## config.mk

```make
export PLATFORM = sky130hd
export DESIGN_NAME = pc_unit
export DESIGN_NICKNAME = d
export VERILOG_FILES = /design/src/rtl/pc_unit.sv
export SDC_FILE = /design/constraint.sdc
export NUM_CORES = 1
export LEC_CHECK = 0
export CAP_MARGIN = 20
export CORE_MARGIN = 1.5
export CORE_UTILIZATION = 35
export CTS_BUF_LIST = sky130_fd_sc_hd__clkbuf_2 sky130_fd_sc_hd__clkbuf_4 sky130_fd_sc_hd__clkbuf_8
export CTS_CLUSTER_DIAMETER = 100
export DETAILED_ROUTE_END_ITERATION = 10
export GPL_TIMING_DRIVEN = 0
export PLACE_DENSITY = 0.74
export REMOVE_ABC_BUFFERS = 1
export SYNTH_ARGS = -nofsm -noshare
export SYNTH_HDL_FRONTEND = slang
export SYNTH_SLANG_ARGS = --single-unit
```

## constraint.sdc

```tcl
create_clock -name clk -period 4.5 [get_ports clk]
set_input_delay 0.45 -clock clk [delete_from_list [all_inputs] [get_ports clk]]
set_output_delay 0.45 -clock clk [all_outputs]
set_load 0.01 [all_outputs]
```

## src/rtl/pc_unit.sv

```systemverilog
// Fetch-stage program counter: sequential/branch/jump/trap/eret next-PC selection with a RUN/HANDLER trap FSM.
// Optional return-address stack enabled by defining PC_RAS_EN.
module pc_unit #(
    parameter int          N         = 32,
    parameter int          INC       = 4,
    parameter int          ALIGN     = 2,
    parameter logic [N-1:0] RESET_VEC = 32'h0,
    parameter logic [N-1:0] TRAP_VEC  = 32'h100,
    parameter int          RAS_DEPTH = 4
) (
    input  logic         clk,
    input  logic         rst_n,
    input  logic         stall,
    input  logic         br_taken,
    input  logic [N-1:0] br_offset,
    input  logic         jmp_valid,
    input  logic [N-1:0] jmp_target,
    input  logic         call,
    input  logic         ret,
    input  logic         trap,
    input  logic         eret,
    output logic [N-1:0] pc,
    output logic [N-1:0] pc_plus,
    output logic [N-1:0] epc,
    output logic         in_handler,
    output logic         misaligned,
    output logic         double_fault,
    output logic         ras_empty,
    output logic         ras_err
);

    localparam logic [N-1:0] INC_V      = N'(INC);
    localparam logic [N-1:0] ALIGN_MASK = (N'(1) << ALIGN) - N'(1);

`ifdef PC_RAS_EN
    localparam logic RAS_ON = 1'b1;
`else
    localparam logic RAS_ON = 1'b0;
`endif

    typedef enum logic [0:0] {ST_RUN = 1'b0, ST_HANDLER = 1'b1} state_t;

    function automatic logic is_misaligned(input logic [N-1:0] addr);
        return (addr & ALIGN_MASK) != {N{1'b0}};
    endfunction

    state_t       state_r, state_nxt_s;
    logic [N-1:0] pc_r, pc_nxt_s, epc_r, epc_nxt_s;
    logic [N-1:0] pc_plus_s, br_target_s, ras_top_s;
    logic         mis_r, mis_nxt_s, df_r, df_nxt_s, rerr_r, rerr_nxt_s;
    logic         push_s, pop_s, take_trap_s, ret_act_s, ras_empty_s;

    assign pc_plus_s   = pc_r + INC_V;
    assign br_target_s = pc_r + br_offset;
    assign ret_act_s   = ret & RAS_ON;

    // Next-PC priority: trap > eret(HANDLER) > stall > ret > jump > branch > increment.
    always_comb begin
        pc_nxt_s    = pc_plus_s;
        epc_nxt_s   = epc_r;
        state_nxt_s = state_r;
        mis_nxt_s   = 1'b0;
        df_nxt_s    = 1'b0;
        rerr_nxt_s  = 1'b0;
        push_s      = 1'b0;
        pop_s       = 1'b0;
        take_trap_s = 1'b0;
        if (trap) begin
            take_trap_s = 1'b1;
        end else if (eret && (state_r == ST_HANDLER)) begin
            pc_nxt_s    = epc_r;
            state_nxt_s = ST_RUN;
        end else if (stall) begin
            pc_nxt_s = pc_r;
        end else if (ret_act_s) begin
            if (ras_empty_s) begin
                rerr_nxt_s = 1'b1;
            end else if (is_misaligned(ras_top_s)) begin
                take_trap_s = 1'b1;
                mis_nxt_s   = 1'b1;
            end else begin
                pc_nxt_s = ras_top_s;
                pop_s    = 1'b1;
            end
        end else if (jmp_valid) begin
            if (is_misaligned(jmp_target)) begin
                take_trap_s = 1'b1;
                mis_nxt_s   = 1'b1;
            end else begin
                pc_nxt_s = jmp_target;
                push_s   = call & RAS_ON;
            end
        end else if (br_taken) begin
            if (is_misaligned(br_target_s)) begin
                take_trap_s = 1'b1;
                mis_nxt_s   = 1'b1;
            end else begin
                pc_nxt_s = br_target_s;
            end
        end else begin
            pc_nxt_s = pc_plus_s;
        end

        // A misaligned redirect follows exactly the same state rules as an explicit trap.
        if (take_trap_s) begin
            pc_nxt_s = TRAP_VEC;
            case (state_r)
                ST_RUN: begin
                    epc_nxt_s   = pc_r;
                    state_nxt_s = ST_HANDLER;
                end
                ST_HANDLER: df_nxt_s = 1'b1;
                default: begin
                    epc_nxt_s   = pc_r;
                    state_nxt_s = ST_HANDLER;
                end
            endcase
        end else begin
            epc_nxt_s = epc_nxt_s;
        end
    end

    // PC, EPC, trap state and status pulse registers.
    always_ff @(posedge clk or negedge rst_n) begin
        if (!rst_n) begin
            pc_r    <= RESET_VEC;
            epc_r   <= {N{1'b0}};
            state_r <= ST_RUN;
            mis_r   <= 1'b0;
            df_r    <= 1'b0;
            rerr_r  <= 1'b0;
        end else begin
            pc_r    <= pc_nxt_s;
            epc_r   <= epc_nxt_s;
            state_r <= state_nxt_s;
            mis_r   <= mis_nxt_s;
            df_r    <= df_nxt_s;
            rerr_r  <= rerr_nxt_s;
        end
    end

`ifdef PC_RAS_EN
    localparam int PW = $clog2(RAS_DEPTH);

    logic [N-1:0] ras_mem_r [RAS_DEPTH];
    logic [PW-1:0] sp_r;
    logic [PW:0]   cnt_r;
    logic          empty_r;

    assign ras_top_s   = ras_mem_r[sp_r - PW'(1)];
    assign ras_empty_s = empty_r;

    // Circular stack: sp_r points at the next free slot, so a push when full overwrites the oldest entry.
    always_ff @(posedge clk or negedge rst_n) begin
        if (!rst_n) begin
            for (int i = 0; i < RAS_DEPTH; i++) begin
                ras_mem_r[i] <= {N{1'b0}};
            end
            sp_r    <= {PW{1'b0}};
            cnt_r   <= {(PW+1){1'b0}};
            empty_r <= 1'b1;
        end else if (push_s) begin
            ras_mem_r[sp_r] <= pc_plus_s;
            sp_r            <= sp_r + PW'(1);
            empty_r         <= 1'b0;
            if (cnt_r != (PW+1)'(RAS_DEPTH)) begin
                cnt_r <= cnt_r + (PW+1)'(1);
            end else begin
                cnt_r <= cnt_r;
            end
        end else if (pop_s) begin
            sp_r    <= sp_r - PW'(1);
            cnt_r   <= cnt_r - (PW+1)'(1);
            empty_r <= (cnt_r == (PW+1)'(1));
        end else begin
            sp_r    <= sp_r;
            cnt_r   <= cnt_r;
            empty_r <= empty_r;
        end
    end
`else
    assign ras_top_s   = {N{1'b0}};
    assign ras_empty_s = 1'b1;
    logic unused_ras_s;
    assign unused_ras_s = ^{push_s, pop_s, ras_top_s};
`endif

    assign pc           = pc_r;
    assign pc_plus      = pc_plus_s;
    assign epc          = epc_r;
    assign in_handler   = (state_r == ST_HANDLER);
    assign misaligned   = mis_r;
    assign double_fault = df_r;
    assign ras_empty    = ras_empty_s;
    assign ras_err      = rerr_r;

endmodule

```

======== Yosys cells after proc, flatten, opt, wreduce, memory -nomap -nowiden ========
Index checks and enable logic that the tools add are counted.
cells by class
  add/subtract/negate cells ............... 2
  eq/ne operators ......................... 1
  muxes and demuxes ....................... 22
  bitwise operators ....................... 1
  reductions and logical operators ........ 4
operators with widths
  kind                                                    number
  2-to-1 mux 32 bit                                       8
  nonzero test 32 bit                                     2
  adder 32 x 3 -> 32 bit (second input constant)          1
  adder 32 bit                                            1
  2-to-1 mux 1 bit                                        14
  inequality test 4 x 1 -> 1 bit (second input constant)  1
  AND reduction 2 bit                                     1
  logical AND 1 bit                                       1
  NOT 1 bit                                               1
storage, ports and cells
  bits in registers ....................... 67
  input port bits ......................... 73
  output and inout port bits .............. 101

======== Longest topological paths before layout ========
  word-level depth ........................ 9
  depth in mapped cells ................... 12
  mapped depth without buffers ............ 11

======== Least setup slack after synthesis ========
OpenSTA, ideal clock, no wires.
  path type ............................... input to register
  from .................................... input br_offset[0]
  to ...................................... register pc_r[30], in the netlist pc[30]
  setup time .............................. 0.120 ns
  data arrival time ....................... 2.727 ns
  data required time ...................... 4.380 ns
  slack ................................... 1.652 ns
  stages on the path ...................... 11
  cell sequence ........................... ha_1 > fa_1 > a211oi_1 > o21ai_0 > a22oi_1 > o31ai_2 > a41oi_1 > a21oi_1 > nor3_1 > nor3b_1 > o211a_1
on the way
  word-level cells in the longest chain between the ends .. 9
  elaborated cells on any way between the ends .. 16
  those cells by class .................... add/sub (1); eq/ne (1); mux (13); reduce/logical (1)
ends and longest elaborated chain
  element                                                                               RTL line  RTL
  start, declared                                                                       15        input logic [N-1:0] br_offset,
  adder 32 bit (*)                                                                      54        assign br_target_s = pc_r + br_offset;
  nonzero test 32 bit                                                                   44        return (addr & ALIGN_MASK) != {N{1'b0}};
  2-to-1 mux 1 bit / 2-to-1 mux 32 bit (equally long branches)                          94        if (is_misaligned(br_target_s)) begin
  2-to-1 mux 1 bit / 2-to-1 mux 32 bit (equally long branches)                          93        end else if (br_taken) begin
  2-to-1 mux 1 bit / 2-to-1 mux 32 bit (equally long branches)                          85        end else if (jmp_valid) begin
  2-to-1 mux 1 bit / 2-to-1 mux 32 bit (equally long branches)                          73        end else if (stall) begin
  2-to-1 mux 1 bit / 2-to-1 mux 32 bit (equally long branches)                          70        end else if (eret && (state_r == ST_HANDLER)) begin
  2-to-1 mux 1 bit / 2-to-1 mux 32 bit (equally long branches)                          68        if (trap) begin
  inequality test 4 x 1 -> 1 bit (no line) / 2-to-1 mux 32 bit (equally long branches)  -
  end signal, assigned                                                                  133       pc_r <= pc_nxt_s;
  end, declared                                                                         48        logic [N-1:0] pc_r, pc_nxt_s, epc_r, epc_nxt_s;
Mark *: on every way between the ends. The rest lies on a longest branch, timed or not. The select of a mux whose other input is x is not followed.
A chain may end at the register's enable or synchronous reset.

======== Worst setup path in the final report ========
  from .................................... input br_offset[0]
  to ...................................... register pc_r[10], in the netlist pc[10]
Same word-level chain as after synthesis.

==> results.tsv <==
stage	metric	value	unit
finish	ANT cells	0	
clock_network	depth of the CTS H-tree	3	
finish	nets	900	
die	die width	129	um
placement	dpl ws	-83.6	ps
sta	count of final setup violators	0	
finish	Area Growth Syn to Fin	37.6	%
clock_network	CTS tree	yes	
pwr	Max VDD drop	0.155	mV
logic_synthesis	Synth Instances	646	
logic_synthesis	Synth async-reset ratio	100	%
grt	vias in the first global route	5369	
grt	first-pass GRT wire length	29700	um
pwr	Gate power share	39.7	%
pwr	sequential power share	37.4	%
worst_setup_path	r2r startpoint	pc[0]	
die	num ports	174	
route	1st-pass router iterations	7	
grt	largest net degree at the start of global routing	53	
logic_synthesis	syn_area_per_cell	8.56	sq um
sta	Fmax	237	MHz
logic_synthesis	FF+latch count, synth	67	
placement	Port Buffer Count	169	
route	Routed WL	19600	um
logic_synthesis	sequential area share after synthesis	30.3	%
pwr	Psw	0.718	mW
route	DR WL/cell	19.5	um
clock_network	CTS clk-pin slew, worst paths	80	ps
sta	setup ws final	272	ps
placement	Final GP Congestion	0.890	
route	via/cell ratio	5.66	
pwr	Sw Ratio	35.4	%
run	Max Cap Viol	0	
finish	share of layout cells above drive strength 1	9.18	%
pwr	clock share of power	22.9	%
grt	Remaining Overflow, GRT	0	
sta	Tcrit/Tclk final	94.0	%
die	num rows	45	
worst_setup_path	worst-case reg-to-reg path depth	10	
logic_synthesis	synth unique cells	67	
clock_network	Root Buffer	clkbuf_8	
pwr	Leakage Power	3.17	nW
sta	Clock Skews	13.5	ps
grt	Total GRT Usage	23.6	%
die	Starting Density	36.1	%
route	DR DRC count	0	
worst_setup_path	worst setup path class	in2reg	
sta	Final Max Tran Viols	0	
outcome	outcome	finished clean	
worst_setup_path	end of the worst register-to-register path	pc[10]	
clock_network	CTS sink count	67	
die	die area	0.0166	sq mm
die	DIE HEIGHT	129	um
sta	Relative slew margins	27.8	%
logic_synthesis	Post-Syn Area	0.00553	sq mm
placement	post-DP HPWL	14100	um
route	Post-DRT Antenna Nets	0	
worst_setup_path	crit path max fanout	15	
worst_setup_path	WP data required	4770	ps
logic_synthesis	top_reg_cell synth	dfrtp_1	
clock_network	CTS max path bufs	2	
clock_network	clk_lat worst skew	370	ps
finish	Layout fillers	1530	
logic_synthesis	Warnings, synthesis	0	
sta	Hold Vio Cnt, Final	0	
sta	Worst-Margin Slew	1080	ps
worst_setup_path	Startpoint Class	primary input	
pwr	internal power	1.31	mW
route	Vias	5690	
sta	TNS Setup	0	ps
sta	RSZ-0062 raised after global routing	no	
finish	Design Area, Final	0.00761	sq mm
placement	placed cell areas	0.00743	sq mm
pwr	Power Total	2.03	mW
worst_setup_path	Setup crit start	br_offset[0]	
logic_synthesis	Post-synth EDFFs	0	
worst_setup_path	Data arrival, critical path	4500	ps
sta	Tmin final	4230	ps
die	total core area	0.0153	sq mm
grt	initial antenna violation count	0	
finish	final core utilization	49.7	%
pwr	power per cell area	266	mW/mm^2
route	Iteration-0 DRC Markers	442	
min_path	Hold Path Class	in2async	
clock_network	number of CTS-inserted buffers	9	
worst_setup_path	Crit. End Element	flip-flop	
worst_setup_path	FF-to-FF setup slack	390	ps
==> per-layer routing <==
layer	GRT usage [%]	part of all wire, %	vias to the layer above
met5	0	0	-
met4	6.61	1.5	0
met3	6.15	8.5	20
met2	37.6	45	235
met1	31.8	45	2719
li1	-	-	2716
==> worst max-delay path: stages <==
cell and delay, ps:
clkdlybuf4s50_1 470, ha_1 230, fa_1 440, nor2_1 160, and2_1 530, nand2b_1 530, nand2_1 830, o22ai_1 180
o211ai_1 210, o21ai_0 160, a311oi_1 290
==> what timing repair did <==
action	in CTS	in global routing
hold buffers	1	0
buffers inserted	0	0
gates resized for setup	0	0
hold endpoints to repair	15	0
==> flip-flops by register name, summed over array words and instances (netlist names) <==
name          count
misaligned        1
pc               32
in_handler        1
double_fault      1
epc              32
==> power by group through the flow <==
stage / Clock, mW / Sequential, mW / Combinational [mW]
finish: 0.465 / 0.758 / 0.804
global route: 0.502 / 0.768 / 0.873
CTS: 0.474 / 0.756 / 0.803
detailed placement: 0 / 0.766 / 0.796
global placement: 0 / 0.764 / 0.783
floorplan: 0 / 0.779 / 0.382
==> cells in the mapped netlist (9+ instances only) <==
cell,instances,share of area (%)
mux2_2,33,6.7
a21o_1,13,1.8
nor2_1,53,3.6
o22ai_1,15,1.7
dfrtp_1,67,30
xnor2_1,24,3.8
nand2_1,47,3.2
o21ai_0,39,3.5
a21oi_1,65,5.9
ha_1,32,7.2
a211oi_1,16,2.2
nor3_1,20,1.8
nand4_1,10,1.1
xor2_1,27,4.3
nand3_1,21,1.9
mux2i_1,9,1.6
clkbuf_1,27,1.8
==> worst max path at each step <==
stage,to,slack [ps],depth (start not counted)
6_report,pc[10],270,11
5_1_grt,pc[10],70,11
4_1_cts,pc[10],290,11
3_5_place_dp,pc[10],-80,11
3_3_place_gp,epc[6],-2210,6
2_1_floorplan,epc[0],810,8
==> area by class of cell <==
class / instances / area, sq um / area share (%)
Tap cell: 211 / 264 / 3.47
Multi-Input combinational cell: 532 / 3670 / 48.2
Inverter: 8 / 30.0 / 0.394
Sequential cell: 67 / 1680 / 22.0
Timing Repair Buffer: 176 / 1810 / 23.8
Clock buffer: 12 / 159 / 2.09
==> cells in the final DEF (no fill, tap or decap), types with 3 or more instances in the layout <==
| cell | Yosys | final |
|---|---|---|
| a31oi_1 | 6 | 6 |
| a221o_1 | 6 | 6 |
| a221oi_1 | 3 | 3 |
| nor3_1 | 20 | 20 |
| o221ai_1 | 6 | 6 |
| mux2_2 | 33 | 33 |
| o211ai_1 | 7 | 7 |
| o22ai_1 | 15 | 15 |
| a21oi_1 | 65 | 65 |
| and3_1 | 8 | 8 |
| nor2b_1 | 6 | 5 |
| a21o_1 | 13 | 13 |
| xnor2_1 | 24 | 24 |
| nor2_1 | 53 | 51 |
| nand3_1 | 21 | 21 |
| mux2i_1 | 9 | 9 |
| nand2b_1 | 3 | 3 |
| buf_8 | 0 | 3 |
| a22oi_1 | 3 | 3 |
| clkbuf_8 | 0 | 11 |
| nand3b_1 | 4 | 4 |
| inv_1 | 8 | 8 |
| clkdlybuf4s50_1 | 0 | 167 |
| nand4_1 | 10 | 10 |
| a211oi_1 | 16 | 16 |
| dfrtp_1 | 67 | 67 |
| o21bai_1 | 6 | 6 |
| or3_1 | 4 | 4 |
| o21ai_0 | 39 | 39 |
| ha_1 | 32 | 32 |
| nand2_1 | 47 | 46 |
| o21ai_1 | 3 | 3 |
| xor2_1 | 27 | 27 |
==> stage by stage <==
step,std cells,hold slack [ps]
2_1_floorplan,607,154
3_3_place_gp,987,512
3_5_place_dp,992,338
4_1_cts,1005,491
5_1_grt,1006,521
6_report,1006,493
==> cell families after synthesis <==
logic type / after synthesis / share of synthesized area (%)
compound gates: 211 / 24.7
simple gates: 193 / 17.2
flops: 67 / 30.3
xor+xnor: 51 / 8.08
buf+inv: 47 / 3.62
mux: 42 / 8.35
fa+ha+maj: 33 / 7.60
other cells: 2 / 0.136
Power figures use the tool's default switching activity.
